$ cat config.mk
export PLATFORM = sky130hd
export DESIGN_NAME = mul_operand_stage
export DESIGN_NICKNAME = d
export VERILOG_FILES = /design/src/rtl/mul_operand_stage.sv
export SDC_FILE = /design/constraint.sdc
export NUM_CORES = 1
export LEC_CHECK = 0
export CORE_MARGIN = 4
export CORE_UTILIZATION = 51
export CTS_CLUSTER_SIZE = 16
export DETAILED_ROUTE_END_ITERATION = 10
export PLACE_DENSITY = 0.86
export SETUP_SLACK_MARGIN = 0.2
export SLEW_MARGIN = 20
export SYNTH_ARGS = -nofsm -noshare
export SYNTH_HDL_FRONTEND = slang
export SYNTH_SLANG_ARGS = --single-unit
$ cat constraint.sdc
create_clock -name clk -period 4.3 [get_ports clk]
set_input_delay 1.075 -clock clk [delete_from_list [all_inputs] [get_ports clk]]
set_output_delay 1.075 -clock clk [all_outputs]
set_load 0.02 [all_outputs]
$ cat src/rtl/mul_operand_stage.sv
// Signed/unsigned operand stage around the combinational multiplier core.
// Stage 1 registers operand magnitudes for the core; stage 2 applies sign correction and selects the result half.
module mul_operand_stage #(
    parameter int unsigned WIDTH = 8,
    parameter int unsigned TAG_W = 4
) (
    input  logic                 clk,
    input  logic                 rst_n,
    input  logic                 in_valid,
    output logic                 in_ready,
    input  logic [WIDTH-1:0]     in_a,
    input  logic [WIDTH-1:0]     in_b,
    input  logic [1:0]           in_op,
    input  logic [TAG_W-1:0]     in_tag,
    output logic [WIDTH-1:0]     core_x,
    output logic [WIDTH-1:0]     core_y,
    input  logic [2*WIDTH-1:0]   core_p,
    output logic                 out_valid,
    input  logic                 out_ready,
    output logic [2*WIDTH-1:0]   out_prod,
    output logic [WIDTH-1:0]     out_res,
    output logic [TAG_W-1:0]     out_tag
);

    localparam int unsigned PW = 2 * WIDTH;

    localparam logic [1:0] OP_MUL    = 2'b00;
    localparam logic [1:0] OP_MULH   = 2'b01;
    localparam logic [1:0] OP_MULHSU = 2'b10;

    logic               r_s1_valid;
    logic               r_s1_neg;
    logic [1:0]         r_s1_op;
    logic [TAG_W-1:0]   r_s1_tag;
    logic [WIDTH-1:0]   r_core_x;
    logic [WIDTH-1:0]   r_core_y;

    logic               r_s2_valid;
    logic [PW-1:0]      r_out_prod;
    logic [WIDTH-1:0]   r_out_res;
    logic [TAG_W-1:0]   r_out_tag;

    logic               w_s1_load;
    logic               w_s2_load;
    logic               w_sa;
    logic               w_sb;
    logic [WIDTH-1:0]   w_mag_a;
    logic [WIDTH-1:0]   w_mag_b;
    logic [PW-1:0]      w_prod;
    logic [WIDTH-1:0]   w_res;

    // Stage 2 frees its slot whenever downstream takes the result, so stage 1 can refill on the same edge.
    assign in_ready  = !r_s1_valid || !r_s2_valid || out_ready;
    assign w_s1_load = in_valid && in_ready;
    assign w_s2_load = r_s1_valid && (!r_s2_valid || out_ready);

    // MUL treats both operands as unsigned; the low half does not depend on signedness.
    assign w_sa    = ((in_op == OP_MULH) || (in_op == OP_MULHSU)) && in_a[WIDTH-1];
    assign w_sb    = (in_op == OP_MULH) && in_b[WIDTH-1];
    assign w_mag_a = w_sa ? WIDTH'(~in_a + WIDTH'(1)) : in_a;
    assign w_mag_b = w_sb ? WIDTH'(~in_b + WIDTH'(1)) : in_b;

    // A zero magnitude with neg set wraps back to zero, so no special case is needed.
    assign w_prod = r_s1_neg ? PW'(~core_p + PW'(1)) : core_p;
    assign w_res  = (r_s1_op == OP_MUL) ? w_prod[WIDTH-1:0] : w_prod[PW-1:WIDTH];

    // Stage 1: operand capture and magnitude conversion.
    always_ff @(posedge clk or negedge rst_n) begin
        if (!rst_n) begin
            r_s1_valid <= 1'b0;
            r_s1_neg   <= 1'b0;
            r_s1_op    <= 2'b00;
            r_s1_tag   <= '0;
            r_core_x   <= '0;
            r_core_y   <= '0;
        end else if (w_s1_load) begin
            r_s1_valid <= 1'b1;
            r_s1_neg   <= w_sa ^ w_sb;
            r_s1_op    <= in_op;
            r_s1_tag   <= in_tag;
            r_core_x   <= w_mag_a;
            r_core_y   <= w_mag_b;
        end else if (w_s2_load) begin
            r_s1_valid <= 1'b0;
        end
    end

    // Stage 2: sign-corrected product held until downstream accepts it.
    always_ff @(posedge clk or negedge rst_n) begin
        if (!rst_n) begin
            r_s2_valid <= 1'b0;
            r_out_prod <= '0;
            r_out_res  <= '0;
            r_out_tag  <= '0;
        end else if (w_s2_load) begin
            r_s2_valid <= 1'b1;
            r_out_prod <= w_prod;
            r_out_res  <= w_res;
            r_out_tag  <= r_s1_tag;
        end else if (out_ready) begin
            r_s2_valid <= 1'b0;
        end
    end

    assign core_x    = r_core_x;
    assign core_y    = r_core_y;
    assign out_valid = r_s2_valid;
    assign out_prod  = r_out_prod;
    assign out_res   = r_out_res;
    assign out_tag   = r_out_tag;

endmodule

==> results by group <==
Status
  – Status: completed

Global routing
  – First-pass GRT wire length: 11300 um
  – Largest net degree at the start of global routing: 31
  – Total gr overflow: 0
  – Grt peak-use layer: met2
  – Vias in the first global route: 2384
  – Met2 usage: 31.9%
  – GRT Resource Usage Total: 19.8%
  – Met3 Use GR: 5.85%
  – Initial antenna violation count: 0
  – GR Util met1: 26.1%

Power
  – Pleak: 1.62 nW
  – PD cells: 406 nW/um^2
  – Worst ir drop on vdd: 0.000187 V

CTS
  – Clock latency on the worst-skew pair: 0.30 ns
  – Total CTS buffers: 5
  – Clock sinks: 53
  – Hold-fix buffers, CTS: 0
  – CTS max path bufs: 2
  – PostCTS Resize Cnt: 0
  – Worst-path clk slew: 0.10 ns
  – CTS root buf: clkbuf_8
  – Post-CTS Setup Bufs: 0
  – H-tree depth: 2
  – CTS tree: done

Placement
  – Number of instances in the placed design: 442
  – DP Worst Slack: 0.860 ns
  – HPWL after DPL: 5090 um
  – Port bufs: 87
  – Placer Congestion: 0.843

Floorplanning
  – Die Ht: 83.3 um
  – Initial Utilization: 52.5%
  – Die width: 83.3 um
  – FP Rows: 27
  – Full die area: 6940 um^2
  – Ports: 88
  – Core area: 5510 um^2

Synth
  – Ys flop type: dfrtp_1
  – Post-synthesis cell count: 300
  – Synth Area in Adders: 1.73%
  – Mux cell area share after synthesis: 5.19%
  – Post-synth EDFFs: 0
  – Post-synthesis compound-gate area fraction: 16.7%
  – Post-synthesis xor/xnor area fraction: 7.27%
  – Post-Syn Area: 2890 um^2
  – Post-synth cell types: 47
  – Largest family of logic cells by synthesized area: simple AND/OR/NAND/NOR gates
  – Post-synthesis sequential area ratio: 45.9%
  – Asr flop ratio synth: 100%
  – Synth Register Bits: 53
  – Simple-gate share of the synthesized area: 18.9%
  – Syn Area/Cell: 9.64 um^2
  – Mapped Nets: 346
  – Yosys warnings: 0

Critical path
  – Max stage delay on crit path: 0.64 ns
  – Crit Path Class: input port to output port
  – CP Data Arrival Time: 2.38 ns
  – Element type at the critical path start: input port
  – CP Max Fanout: 5
  – Critical path's slowest cell: clkdlybuf4s50_1
  – Cells along the critical path: clkdlybuf4s50_1, nand3b_1, clkdlybuf4s50_1
  – Req. time, crit path: 3.22 ns
  – Critical Path End Type: output port
  – CP most frequent cell: clkdlybuf4s50_1

Cells and area
  – Non-Filler Instances: 450
  – Share of layout cells above drive strength 1: 7.14%
  – Number of fill cells: 417
  – Area growth syn-to-layout: 34.0%
  – Nets@finish: 423
  – Ant. Diodes: 0
  – Fin util: 70.3%

Drt
  – Total number of vias: 2425
  – Avg WL per Cell: 14.8 um
  – Total routed wirelength: 6660 um
  – Antenna Nets Post-Route: 0
  – DRT iter0 DRCs: 150
  – DR pass1 iterations: 8
  – Drt drc: 0
  – Vias per inst: 5.39

STA
  – Max Slew Vio Count: 0
  – Fmax: 289 MHz
  – Relative slew margins: 46.3%
  – Endpoints failing setup: 0
  – Layout Skew: 0.0103 ns
  – Hold slack: 0.471 ns
  – Setup slack after layout: 0.844 ns
  – Slew @ Worst Pin: 0.806 ns
  – Part of the cycle the worst path needs: 80.4%
  – Final setup TNS: 0 ns
  – RSZ-0062 raised after global routing: no
  – Final count of hold timing violations: 0
  – Fin crit period: 3.46 ns

Flow run
  – Max Cap Viol: 0

Hold path
  – Hold Crit Class: flip-flop to flip-flop
kinds of logic after synthesis:
family / Yosys count
and+or+nand+nor: 107
buffers and inverters: 29
DFF: 53
adders and majority gates: 4
AOI/OAI and AO/OA: 69
xor gates and xnor gates: 24
muxes: 14
report_power, final:
group | total (mW) | switching, mW | internal (mW)
Clock | 0.290 | 0.160 | 0.131
Combinational | 0.611 | 0.305 | 0.305
Sequential | 0.672 | 0.0711 | 0.601
cell usage after synthesis (all sizes together), types with 6 or more instances:
library cell | count | area (um^2)
dfrtp | 53 | 1330
nand2 | 45 | 169
o21ai | 34 | 170
xnor2 | 17 | 149
clkbuf | 15 | 56.3
nor2 | 15 | 56.3
a21oi | 10 | 50.1
inv | 9 | 33.8
mux2 | 8 | 90.1
or4 | 7 | 60.1
xor2 | 7 | 61.3
mux2i | 6 | 60.1
nand2b | 6 | 37.5
nor2b | 6 | 37.5
placed cells by master (no fill, tap or decap), drive strengths merged, types with 7 or more instances in the layout:
cell type,instances
nand2,45
a21oi,10
xor2,7
clkdlybuf4s50,86
dfrtp,53
inv,9
mux2,8
xnor2,17
or4,7
o21ai,34
nor2,15
registers in the layout (all words and copies together), names as in the netlist:
register	flops
r_s1_tag	4
out_prod	16
out_tag	4
r_s1_neg	1
r_s1_valid	1
r_s1_op	2
out_valid	1
out_res	8
core_y	8
core_x	8
path summary, 6_finish.rpt:
path                             start         end  slack, ns  depth (start not counted)
setup / recovery             out_ready    in_ready       0.84                          3
hold / removal             r_s1_tag[3]  out_tag[3]       0.47                          2
setup reg to reg             out_valid  out_res[4]       2.30                          5
hold reg to reg            r_s1_tag[3]  out_tag[3]       0.47                          2
max in group asynchronous        rst_n  r_s1_valid       2.79                          2
min in group asynchronous        rst_n  out_res[4]       0.74                          1
metal layers:
metal	wire length, um	up-vias	part of all wire (%)
li1	-	1207	-
met5	0	-	0
met4	49	0	0.74
met1	2950	1120	44
met3	568	4	8.5
met2	3090	94	46
stage by stage:
stage                     cell area, um^2  power (mW)
after global placement               3780        1.28
final                                3870        1.57
after global routing                 3870        1.66
after detailed placement             3780        1.30
after floorplan                      2890       0.998
after CTS                            3870        1.59
worst max-delay path, delay by kind of cell:
kind                   cells  cell delay [ns]
buffers and inverters      2             1.11
AND/OR/NAND/NOR            1             0.19
area by class of cell:
class | instances | area (um^2) | area share (%)
multi-input combinational | 218 | 1440 | 37.1
clock inverter | 2 | 13.8 | 0.355
inverter | 9 | 33.8 | 0.872
timing repair buffer | 90 | 888 | 22.9
clock buffer | 6 | 82.6 | 2.13
tap | 72 | 90.1 | 2.33
sequential | 53 | 1330 | 34.2
(Power assumes the default switching activity.)
